==> src/rtl/des_pkg.sv <==
// Constants, state type and permutation helpers for the DES key schedule.
// Bit 1 is the MSB on every bus, so DES bit n of a [W:1] vector sits at index W+1-n.
package des_pkg;

  localparam int unsigned DES_ROUNDS = 16;
  localparam int unsigned KEY_W      = 64;
  localparam int unsigned HALF_W     = 28;
  localparam int unsigned CD_W       = 56;
  localparam int unsigned SK_W       = 48;
  localparam int unsigned IDX_W      = 5;

  localparam int unsigned PC1 [CD_W] = '{
    57, 49, 41, 33, 25, 17,  9,  1, 58, 50, 42, 34, 26, 18,
    10,  2, 59, 51, 43, 35, 27, 19, 11,  3, 60, 52, 44, 36,
    63, 55, 47, 39, 31, 23, 15,  7, 62, 54, 46, 38, 30, 22,
    14,  6, 61, 53, 45, 37, 29, 21, 13,  5, 28, 20, 12,  4
  };

  localparam int unsigned PC2 [SK_W] = '{
    14, 17, 11, 24,  1,  5,  3, 28, 15,  6, 21, 10,
    23, 19, 12,  4, 26,  8, 16,  7, 27, 20, 13,  2,
    41, 52, 31, 37, 47, 55, 30, 40, 51, 45, 33, 48,
    44, 49, 39, 56, 34, 53, 46, 42, 50, 36, 29, 32
  };

  localparam logic [1:0] SHIFTS [DES_ROUNDS] = '{
    2'd1, 2'd1, 2'd2, 2'd2, 2'd2, 2'd2, 2'd2, 2'd2,
    2'd1, 2'd2, 2'd2, 2'd2, 2'd2, 2'd2, 2'd2, 2'd1
  };

  typedef enum logic {ST_IDLE = 1'b0, ST_RUN = 1'b1} ks_state_t;

  // Rotation amount for a 1-based round number (wraps outside 1..16).
  function automatic logic [1:0] shift_of(input logic [IDX_W-1:0] round);
    return SHIFTS[4'(round - 5'd1)];
  endfunction

  function automatic logic [CD_W:1] pc1(input logic [KEY_W:1] k);
    logic [CD_W:1] o;
    for (int i = 1; i <= 56; i++) o[6'(57 - i)] = k[7'(65 - PC1[6'(i - 1)])];
    return o;
  endfunction

  function automatic logic [SK_W:1] pc2(input logic [CD_W:1] cd);
    logic [SK_W:1] o;
    for (int i = 1; i <= 48; i++) o[6'(49 - i)] = cd[6'(57 - PC2[6'(i - 1)])];
    return o;
  endfunction

endpackage

==> src/rtl/left_shift.sv <==
// 28-bit key-half left rotator: rotates by the DES shift count of i_round.
module left_shift
  import des_pkg::*;
(
  input  logic [HALF_W:1]  i_half,
  input  logic [IDX_W-1:0] i_round,
  output logic [HALF_W:1]  o_rot_c
);

  logic [1:0] w_amt;

  assign w_amt   = shift_of(i_round);
  assign o_rot_c = (w_amt == 2'd2) ? {i_half[HALF_W-2:1], i_half[HALF_W:HALF_W-1]}
                                   : {i_half[HALF_W-1:1], i_half[HALF_W]};

endmodule

==> src/rtl/des_key_schedule.sv <==
// Sequential DES subkey generator: one subkey per sk_valid/sk_ready handshake.
// Optional KS_DECRYPT_EN adds a decrypt input that delivers K16 down to K1.
module des_key_schedule
  import des_pkg::*;
(
  input  logic             clk,
  input  logic             rst,
  input  logic             start,
  input  logic [KEY_W:1]   key,
  output logic [SK_W:1]    sk,
  output logic [IDX_W:1]   sk_idx,
  output logic             sk_valid,
  input  logic             sk_ready,
`ifdef KS_DECRYPT_EN
  input  logic             decrypt,
`endif
  output logic             busy,
  output logic             done
);

  ks_state_t          r_state, w_state_nxt;
  logic [IDX_W-1:0]   r_round, w_round_nxt, w_round_p1;
  logic [HALF_W:1]    r_c, r_d, w_c_nxt, w_d_nxt, w_c_ls, w_d_ls;
  logic [CD_W:1]      w_cd0;
  logic               r_done, w_done_nxt;
`ifdef KS_DECRYPT_EN
  logic               r_dec, w_dec_nxt;
  logic [1:0]         w_rr_amt;
  logic [HALF_W:1]    w_c_rr, w_d_rr;
`endif

  assign w_round_p1 = r_round + 5'd1;
  assign w_cd0      = pc1(key);

  left_shift u_ls_c (.i_half(r_c), .i_round(w_round_p1), .o_rot_c(w_c_ls));
  left_shift u_ls_d (.i_half(r_d), .i_round(w_round_p1), .o_rot_c(w_d_ls));

`ifdef KS_DECRYPT_EN
  // Decrypt walks back from C16/D16, undoing the shift of round 17-r.
  assign w_rr_amt = shift_of(5'd17 - r_round);
  assign w_c_rr   = (w_rr_amt == 2'd2) ? {r_c[2:1], r_c[HALF_W:3]} : {r_c[1], r_c[HALF_W:2]};
  assign w_d_rr   = (w_rr_amt == 2'd2) ? {r_d[2:1], r_d[HALF_W:3]} : {r_d[1], r_d[HALF_W:2]};
`endif

  always_comb begin
    w_state_nxt = r_state;
    w_round_nxt = r_round;
    w_c_nxt     = r_c;
    w_d_nxt     = r_d;
    w_done_nxt  = 1'b0;
`ifdef KS_DECRYPT_EN
    w_dec_nxt   = r_dec;
`endif
    unique case (r_state)
      ST_IDLE: begin
        if (start) begin
          w_c_nxt     = {w_cd0[CD_W-1:HALF_W+1], w_cd0[CD_W]};
          w_d_nxt     = {w_cd0[HALF_W-1:1], w_cd0[HALF_W]};
`ifdef KS_DECRYPT_EN
          w_dec_nxt   = decrypt;
          if (decrypt) begin
            w_c_nxt = w_cd0[CD_W:HALF_W+1];
            w_d_nxt = w_cd0[HALF_W:1];
          end
`endif
          w_round_nxt = 5'd1;
          w_state_nxt = ST_RUN;
        end
      end
      ST_RUN: begin
        if (sk_valid && sk_ready) begin
          if (r_round == 5'(DES_ROUNDS)) begin
            w_state_nxt = ST_IDLE;
            w_done_nxt  = 1'b1;
          end else begin
            w_round_nxt = w_round_p1;
            w_c_nxt     = w_c_ls;
            w_d_nxt     = w_d_ls;
`ifdef KS_DECRYPT_EN
            if (r_dec) begin
              w_c_nxt = w_c_rr;
              w_d_nxt = w_d_rr;
            end
`endif
          end
        end
      end
      default: ;
    endcase
  end

  always_ff @(posedge clk or posedge rst) begin
    if (rst) begin
      r_state <= ST_IDLE;
      r_round <= '0;
      r_c     <= '0;
      r_d     <= '0;
      r_done  <= 1'b0;
`ifdef KS_DECRYPT_EN
      r_dec   <= 1'b0;
`endif
    end else begin
      r_state <= w_state_nxt;
      r_round <= w_round_nxt;
      r_c     <= w_c_nxt;
      r_d     <= w_d_nxt;
      r_done  <= w_done_nxt;
`ifdef KS_DECRYPT_EN
      r_dec   <= w_dec_nxt;
`endif
    end
  end

  assign sk       = pc2({r_c, r_d});
  assign sk_valid = (r_state == ST_RUN);
  assign busy     = (r_state == ST_RUN);
  assign done     = r_done;
`ifdef KS_DECRYPT_EN
  assign sk_idx   = r_dec ? (5'd17 - r_round) : r_round;
`else
  assign sk_idx   = r_round;
`endif

endmodule
==> config.mk <==
export PLATFORM = sky130hd
export DESIGN_NAME = des_key_schedule
export DESIGN_NICKNAME = d
export VERILOG_FILES = /design/src/rtl/des_pkg.sv /design/src/rtl/left_shift.sv /design/src/rtl/des_key_schedule.sv
export SDC_FILE = /design/constraint.sdc
export NUM_CORES = 1
export LEC_CHECK = 0
export BUFFER_PORTS_ARGS = -buffer_cell sky130_fd_sc_hd__buf_2
export CELL_PAD_IN_SITES_DETAIL_PLACEMENT = 0
export CELL_PAD_IN_SITES_GLOBAL_PLACEMENT = 1
export CORE_UTILIZATION = 35
export CTS_CLUSTER_DIAMETER = 150
export CTS_CLUSTER_SIZE = 12
export DETAILED_ROUTE_END_ITERATION = 10
export PLACE_DENSITY_LB_ADDON = 0.1
export SYNTH_ARGS = -nofsm -noshare
export SYNTH_HDL_FRONTEND = slang
export SYNTH_HIERARCHICAL = 1
export SYNTH_SLANG_ARGS = --single-unit
==> constraint.sdc <==
create_clock -name clk -period 4.1 [get_ports clk]
set_input_delay 0.82 -clock clk [delete_from_list [all_inputs] [get_ports clk]]
set_output_delay 0.82 -clock clk [all_outputs]
set_load 0.1 [all_outputs]
---- Word level (Yosys, flattened, before mapping) ----
Memories as Yosys holds them, arrays and structs flattened.
Cells that the tools add are included.
word-level totals
  register bits ........................... 63
  output and inout port bits .............. 56
  memories kept ........................... 1
  input port bits ......................... 68
  logic and storage cells ................. 41
  memory bits (read-only) ................. 32
memories
  memory           depth  width  rd ports  clocked after Yosys merged registers in  wr ports  RTL line       text
  (no name shown)  16     2      1         0                                        0         des_pkg.sv:35  return SHIFTS[4'(round - 5'd1)];
cells by class
  $add $sub $neg .......................... 2
  reduce and logical (&&, ||, !) cells .... 2
  bitwise logic cells ..................... 2
  equality and inequality tests ........... 5
  magnitude comparators ................... 1
  mux-type cells .......................... 23
operators with widths
  cell                 number
  $mux 28              7
  $pmux 28 s2          2
  $mux 5               3
  $pmux 5 s2           1
  $mux 1               6
  $add 5x1->5 const B  1
  $eq 5x5->1 const B   1
  $ge 5x5->1 const B   1
  $not 4->5            1
  $mux 2               2
  $mux 4               1
  $ne 2x2->1 const B   2
  $sub 4x1->4 const B  1
  $reduce_and 3->1     1
  $eq 2x2->1 const B   1
  $ne 2x1->1 const B   1
  $pmux 1 s2           1
  $logic_and 1x1->1    1
  $not 1->1            1

---- Longest topological paths before layout ----
  depth after elaboration ................. 11
  depth in mapped cells ................... 12
  depth with buffers taken out ............ 10

---- Cells and area by module ----
Netlist, hierarchy kept.
by module, submodules not included
  module            instances  area an instance (um2)  sequential area each (um2)  cells an instance
  des_key_schedule  1          3,311.9                 1,576.5                     330
  left_shift        2          571.8                   0.0                         47

---- Least setup slack after synthesis ----
OpenSTA, ideal clock, no wires.
  path kind ............................... reg2reg
  start ................................... register r_round[0] (netlist: sk_idx[1])
  end ..................................... register r_d[26] in the netlist's numbering
  library setup time ...................... 0.123 ns
  data required time ...................... 3.977 ns
  clock period less this slack ............ 3.819 ns
  data arrival time ....................... 3.697 ns
  cell stages (with the launch flop) ...... 12
  setup slack ............................. 0.281 ns
  buffers on the path ..................... 2
  cells stage by stage .................... dfrtp_1 inv_1 ha_1 inv_1 ha_1 xor2_1 o32a_1 a22o_1 buf_6 buf_12 mux2_4 o221a_2
on the way
  cells in the longest elaborated chain, start to end .. 11
  elaborated cells between the ends (all ways) .. 14
  those cells by class .................... add/sub: 2; eq/ne: 3; mux: 6; bitwise: 1; reduce/logical: 1; memory: 1
RTL lines
  what                             RTL line                 text
  start, declared                  des_key_schedule.sv:22   logic [IDX_W-1:0] r_round, w_round_nxt, w_round_p1;
  start signal, assigned           des_key_schedule.sv:104  r_round <= w_round_nxt;
  $add 5x1->5                      des_key_schedule.sv:32   assign w_round_p1 = r_round + 5'd1;
  via w_round_p1[0]                des_key_schedule.sv:22
  $sub 4x1->4                      des_pkg.sv:35
  $not 4->5 (implied by the code)  des_pkg.sv:35
  $mem_v2 16x2                     --
  $mux 2 (2 in a row)              --
  $eq 2x2->1                       --
  $mux 28                          left_shift.sv:13         assign o_rot_c = (w_amt == 2'd2) ? {i_half[HALF_W-2:1], i_half[HALF_W:HALF_W-1]}
  via w_d_ls, one bit              des_key_schedule.sv:23   logic [HALF_W:1] r_c, r_d, w_c_nxt, w_d_nxt, w_c_ls, w_d_ls;
  $mux 28                          des_key_schedule.sv:72   if (r_round == 5'(DES_ROUNDS)) begin
  $mux 28                          des_key_schedule.sv:71   if (sk_valid && sk_ready) begin
  $pmux 28 s2                      des_key_schedule.sv:54   unique case (r_state)
  end signal, assigned             des_key_schedule.sv:106  r_d <= w_d_nxt;
  end, declared                    des_key_schedule.sv:23
The timed path passes the listed nets, and every way through them passes these cells. The select of a mux whose other input is x is not followed.
A chain may end at the register's enable or synchronous reset.

---- Worst setup path in the final report ----
  start ................................... register r_round[2] (netlist: sk_idx[3])
  end ..................................... register r_d[13] in the netlist's numbering
The elaborated chain is that of the path after synthesis.

==> impl_metrics.env <==
export IMPL_hold_viol=0
export IMPL_finalClockSkew_ns=0.00328
export IMPL_yosysTopAreaCellShare=0.354
export IMPL_clkLatencyLatePin_ns=0.33
export IMPL_min_period_ns=3.14
export IMPL_crit_type="reg2reg"
export IMPL_status="finished clean"
export IMPL_rsz0062_at_grt="false"
export IMPL_critPathCaptureType="flop"
export IMPL_min_path_type="reg2reg"
export IMPL_synth_area_leader_cell="dfrtp_1"
export IMPL_dieArea_um2=13200
export IMPL_cp_max_fo=13
export IMPL_yosys_warnings=6
export IMPL_fin_cells=605
export IMPL_routed_wl_mm=8.93
export IMPL_dr_pass1_iters=4
export IMPL_viasPerCell=4.80
export IMPL_grt_pass1_wl_mm=14.9
export IMPL_io_pin_count=124
export IMPL_drtIter0Drc=141
export IMPL_dpl_cell_area_um2=4410
export IMPL_required_ns=4.30
export IMPL_path_depth=9
export IMPL_start_kind="flop"
export IMPL_period_share=0.767
export IMPL_fin_setup_tns_ns=0
export IMPL_synth_top_cells_by_area="dfrtp_1 (35%), mux2_4 (14%), buf_4 (8.6%), o21ai_2 (7.9%), nand3_1 (5.8%)"
export IMPL_routed_wl_met3_um=257
export IMPL_cts_max_level=3
export IMPL_drv_slew=0
export IMPL_critPathMaxStageDelay_ns=0.70
export IMPL_maxCapViolCount=0
export IMPL_die_height_um=115
export IMPL_timing_fmax_ghz=0.318
export IMPL_syn_avg_cell_area_um2=10.5
export IMPL_place_inst=589
export IMPL_path_clk_slew_ns=0.06
export IMPL_slowest_stage="xnor2_1"
export IMPL_synth_cell_types=39
export IMPL_met2_length_mm=4.36
export IMPL_grt_max_degree=42
export IMPL_drive_gt1_frac=0.407
export IMPL_top_layer="met4"
export IMPL_worstMarginPinSlew_ns=0.877
export IMPL_nNetsFinal=510
export IMPL_grtUsageTotal=0.147
export IMPL_crit_buf_inv=1
export IMPL_cts_buffers=9
export IMPL_crit_start="sk_idx[3]"
export IMPL_ys_ff_latch=63
export IMPL_syn_inst=424
export IMPL_antennaDiodeCount=0
export IMPL_r2r_start="sk_idx[3]"
export IMPL_cts_resized=0
export IMPL_path_cells="nand3_1, xnor2_1, nor3_1, o41ai_1, a22o_1, buf_4, mux2_4, nand3_1, o21ai_2"
export IMPL_ctsHoldBuffers=0
export IMPL_cts_setup_buffers=0
export IMPL_ctsLongestPathBuffers=2
export IMPL_crit_end="r_d[13]"
export IMPL_die_w_um=115
export IMPL_cts_root_buf="clkbuf_16"
export IMPL_wl_met1_mm=4.24
export IMPL_start_util=0.365
export IMPL_worst_ep_arrival_time_ns=3.35
export IMPL_timing_critical_path_mode_cell="nand3_1"
export IMPL_detailroute_via_count=2906
export IMPL_gp_congestion=0.680
export IMPL_antenna_found_initial=0
export IMPL_reg2reg_to="r_d[13]"
export IMPL_numPortBuffers=33
export IMPL_crit_family="compound AO/OA/AOI/OAI gates"
export IMPL_dpl_hpwl_mm=5.65
export IMPL_reg2reg_depth=9
export IMPL_grt_pass1_vias=2867
export IMPL_setup_violations=0
export IMPL_syn_cell_area_um2=4460
export IMPL_rows=40
export IMPL_syn2layout_area_growth_pct=6.32
export IMPL_route_detailed_drc=0
export IMPL_overflow=0
export IMPL_antenna_left=0
export IMPL_stdcell_area_um2=4740
export IMPL_core_area_um2=12200
export IMPL_timing_slew_headroom=0.411
export IMPL_wl_per_cell_um=14.8
export IMPL_cts_sinks=63
export IMPL_synth_seq_area_share=0.354
export IMPL_cts_tree="yes"
export IMPL_ff2ff_setup_slack_ns=0.96
==> final cells by class <==
type,instances,area [um2]
tap,168,210
inverter,7,26.3
fill,1248,7470
clock buffer,13,260
sequential,63,1580
clock inverter,3,65.1
multi-input combinational,307,2350
timing repair buffer,44,248
==> worst min path at each step <==
| stage | from | endpoint | depth (start not counted) |
|---|---|---|---|
| finish | r_c[7] | r_c[7] | 2 |
| CTS | r_c[1] | r_c[1] | 2 |
| global route | r_c[1] | r_c[1] | 2 |
| floorplan | r_c[1] | r_c[1] | 2 |
| global placement | r_c[5] | r_c[5] | 2 |
| detailed placement | r_c[5] | r_c[5] | 2 |
==> worst min-delay path, cell delays in order (launching register included) <==
cell     delay [ns]
dfrtp_1        0.38
nand2_1        0.06
o21ai_1        0.05
==> cells in the final DEF, fill, tap and decap left out, types with 3 or more instances in the layout <==
master	Yosys	routed
dfrtp_1	63	63
nand2_1	52	52
nand3_1	52	52
mux2_4	41	41
o21ai_2	40	40
conb_1	1	33
buf_2	8	33
mux2_2	17	17
buf_4	51	11
ha_1	10	10
o21ai_1	9	9
clkbuf_16	0	9
or2_2	7	7
o221a_2	7	7
inv_1	7	6
nor2_1	5	5
nor3_1	4	4
xor2_1	3	3
==> cell families (layout without fill, tap and decap cells) <==
family	Yosys count	count (layout)	synth area share
xor+xnor	5	5	0.00983
simple gates	131	131	0.145
fa+ha+maj	10	10	0.0281
buf+inv	86	67	0.147
other cells	1	33	0.000842
flops	63	63	0.354
compound gates	70	70	0.134
mux	58	58	0.181
==> flip-flops by register name, summed over array words and instances, names as in the netlist <==
register  flops
busy          1
done          1
r_c          28
r_d          28
sk_idx        5
==> cells in the mapped netlist (all sizes together) <==
| master | number |
|---|---|
| a21o | 1 |
| a22o | 2 |
| a22oi | 2 |
| a32o | 1 |
| and2 | 2 |
| and2b | 1 |
| and3 | 1 |
| and4bb | 1 |
| buf | 72 |
| clkbuf | 7 |
| conb | 1 |
| dfrtp | 63 |
| ha | 10 |
| inv | 7 |
| mux2 | 58 |
| nand2 | 53 |
| nand2b | 1 |
| nand3 | 52 |
| nand3b | 2 |
| nand4bb | 1 |
| nor2 | 6 |
| nor3 | 4 |
| o21a | 2 |
| o21ai | 51 |
| o221a | 7 |
| o32a | 2 |
| o41ai | 2 |
| or2 | 7 |
| xnor2 | 2 |
| xor2 | 3 |
==> per-stage QoR <==
step,util,setup slack [ns],hold WS [ns]
6_report,0.388,0.956,0.537
5_1_grt,0.388,0.724,0.565
4_1_cts,0.388,0.947,0.542
3_5_place_dp,0.361,0.967,0.521
3_3_place_gp,0.361,0.959,0.526
2_1_floorplan,-,0.281,0.502
==> layer usage <==
metal | up-vias | GRT usage
met5 | - | 0
met4 | 0 | 0.0468
met3 | 4 | 0.0348
met2 | 53 | 0.252
met1 | 1429 | 0.182
li1 | 1420 | -
Power is left out: the tool's default activity adds up to more than one toggle a clock period on the data nets, which glitch-free logic cannot reach.
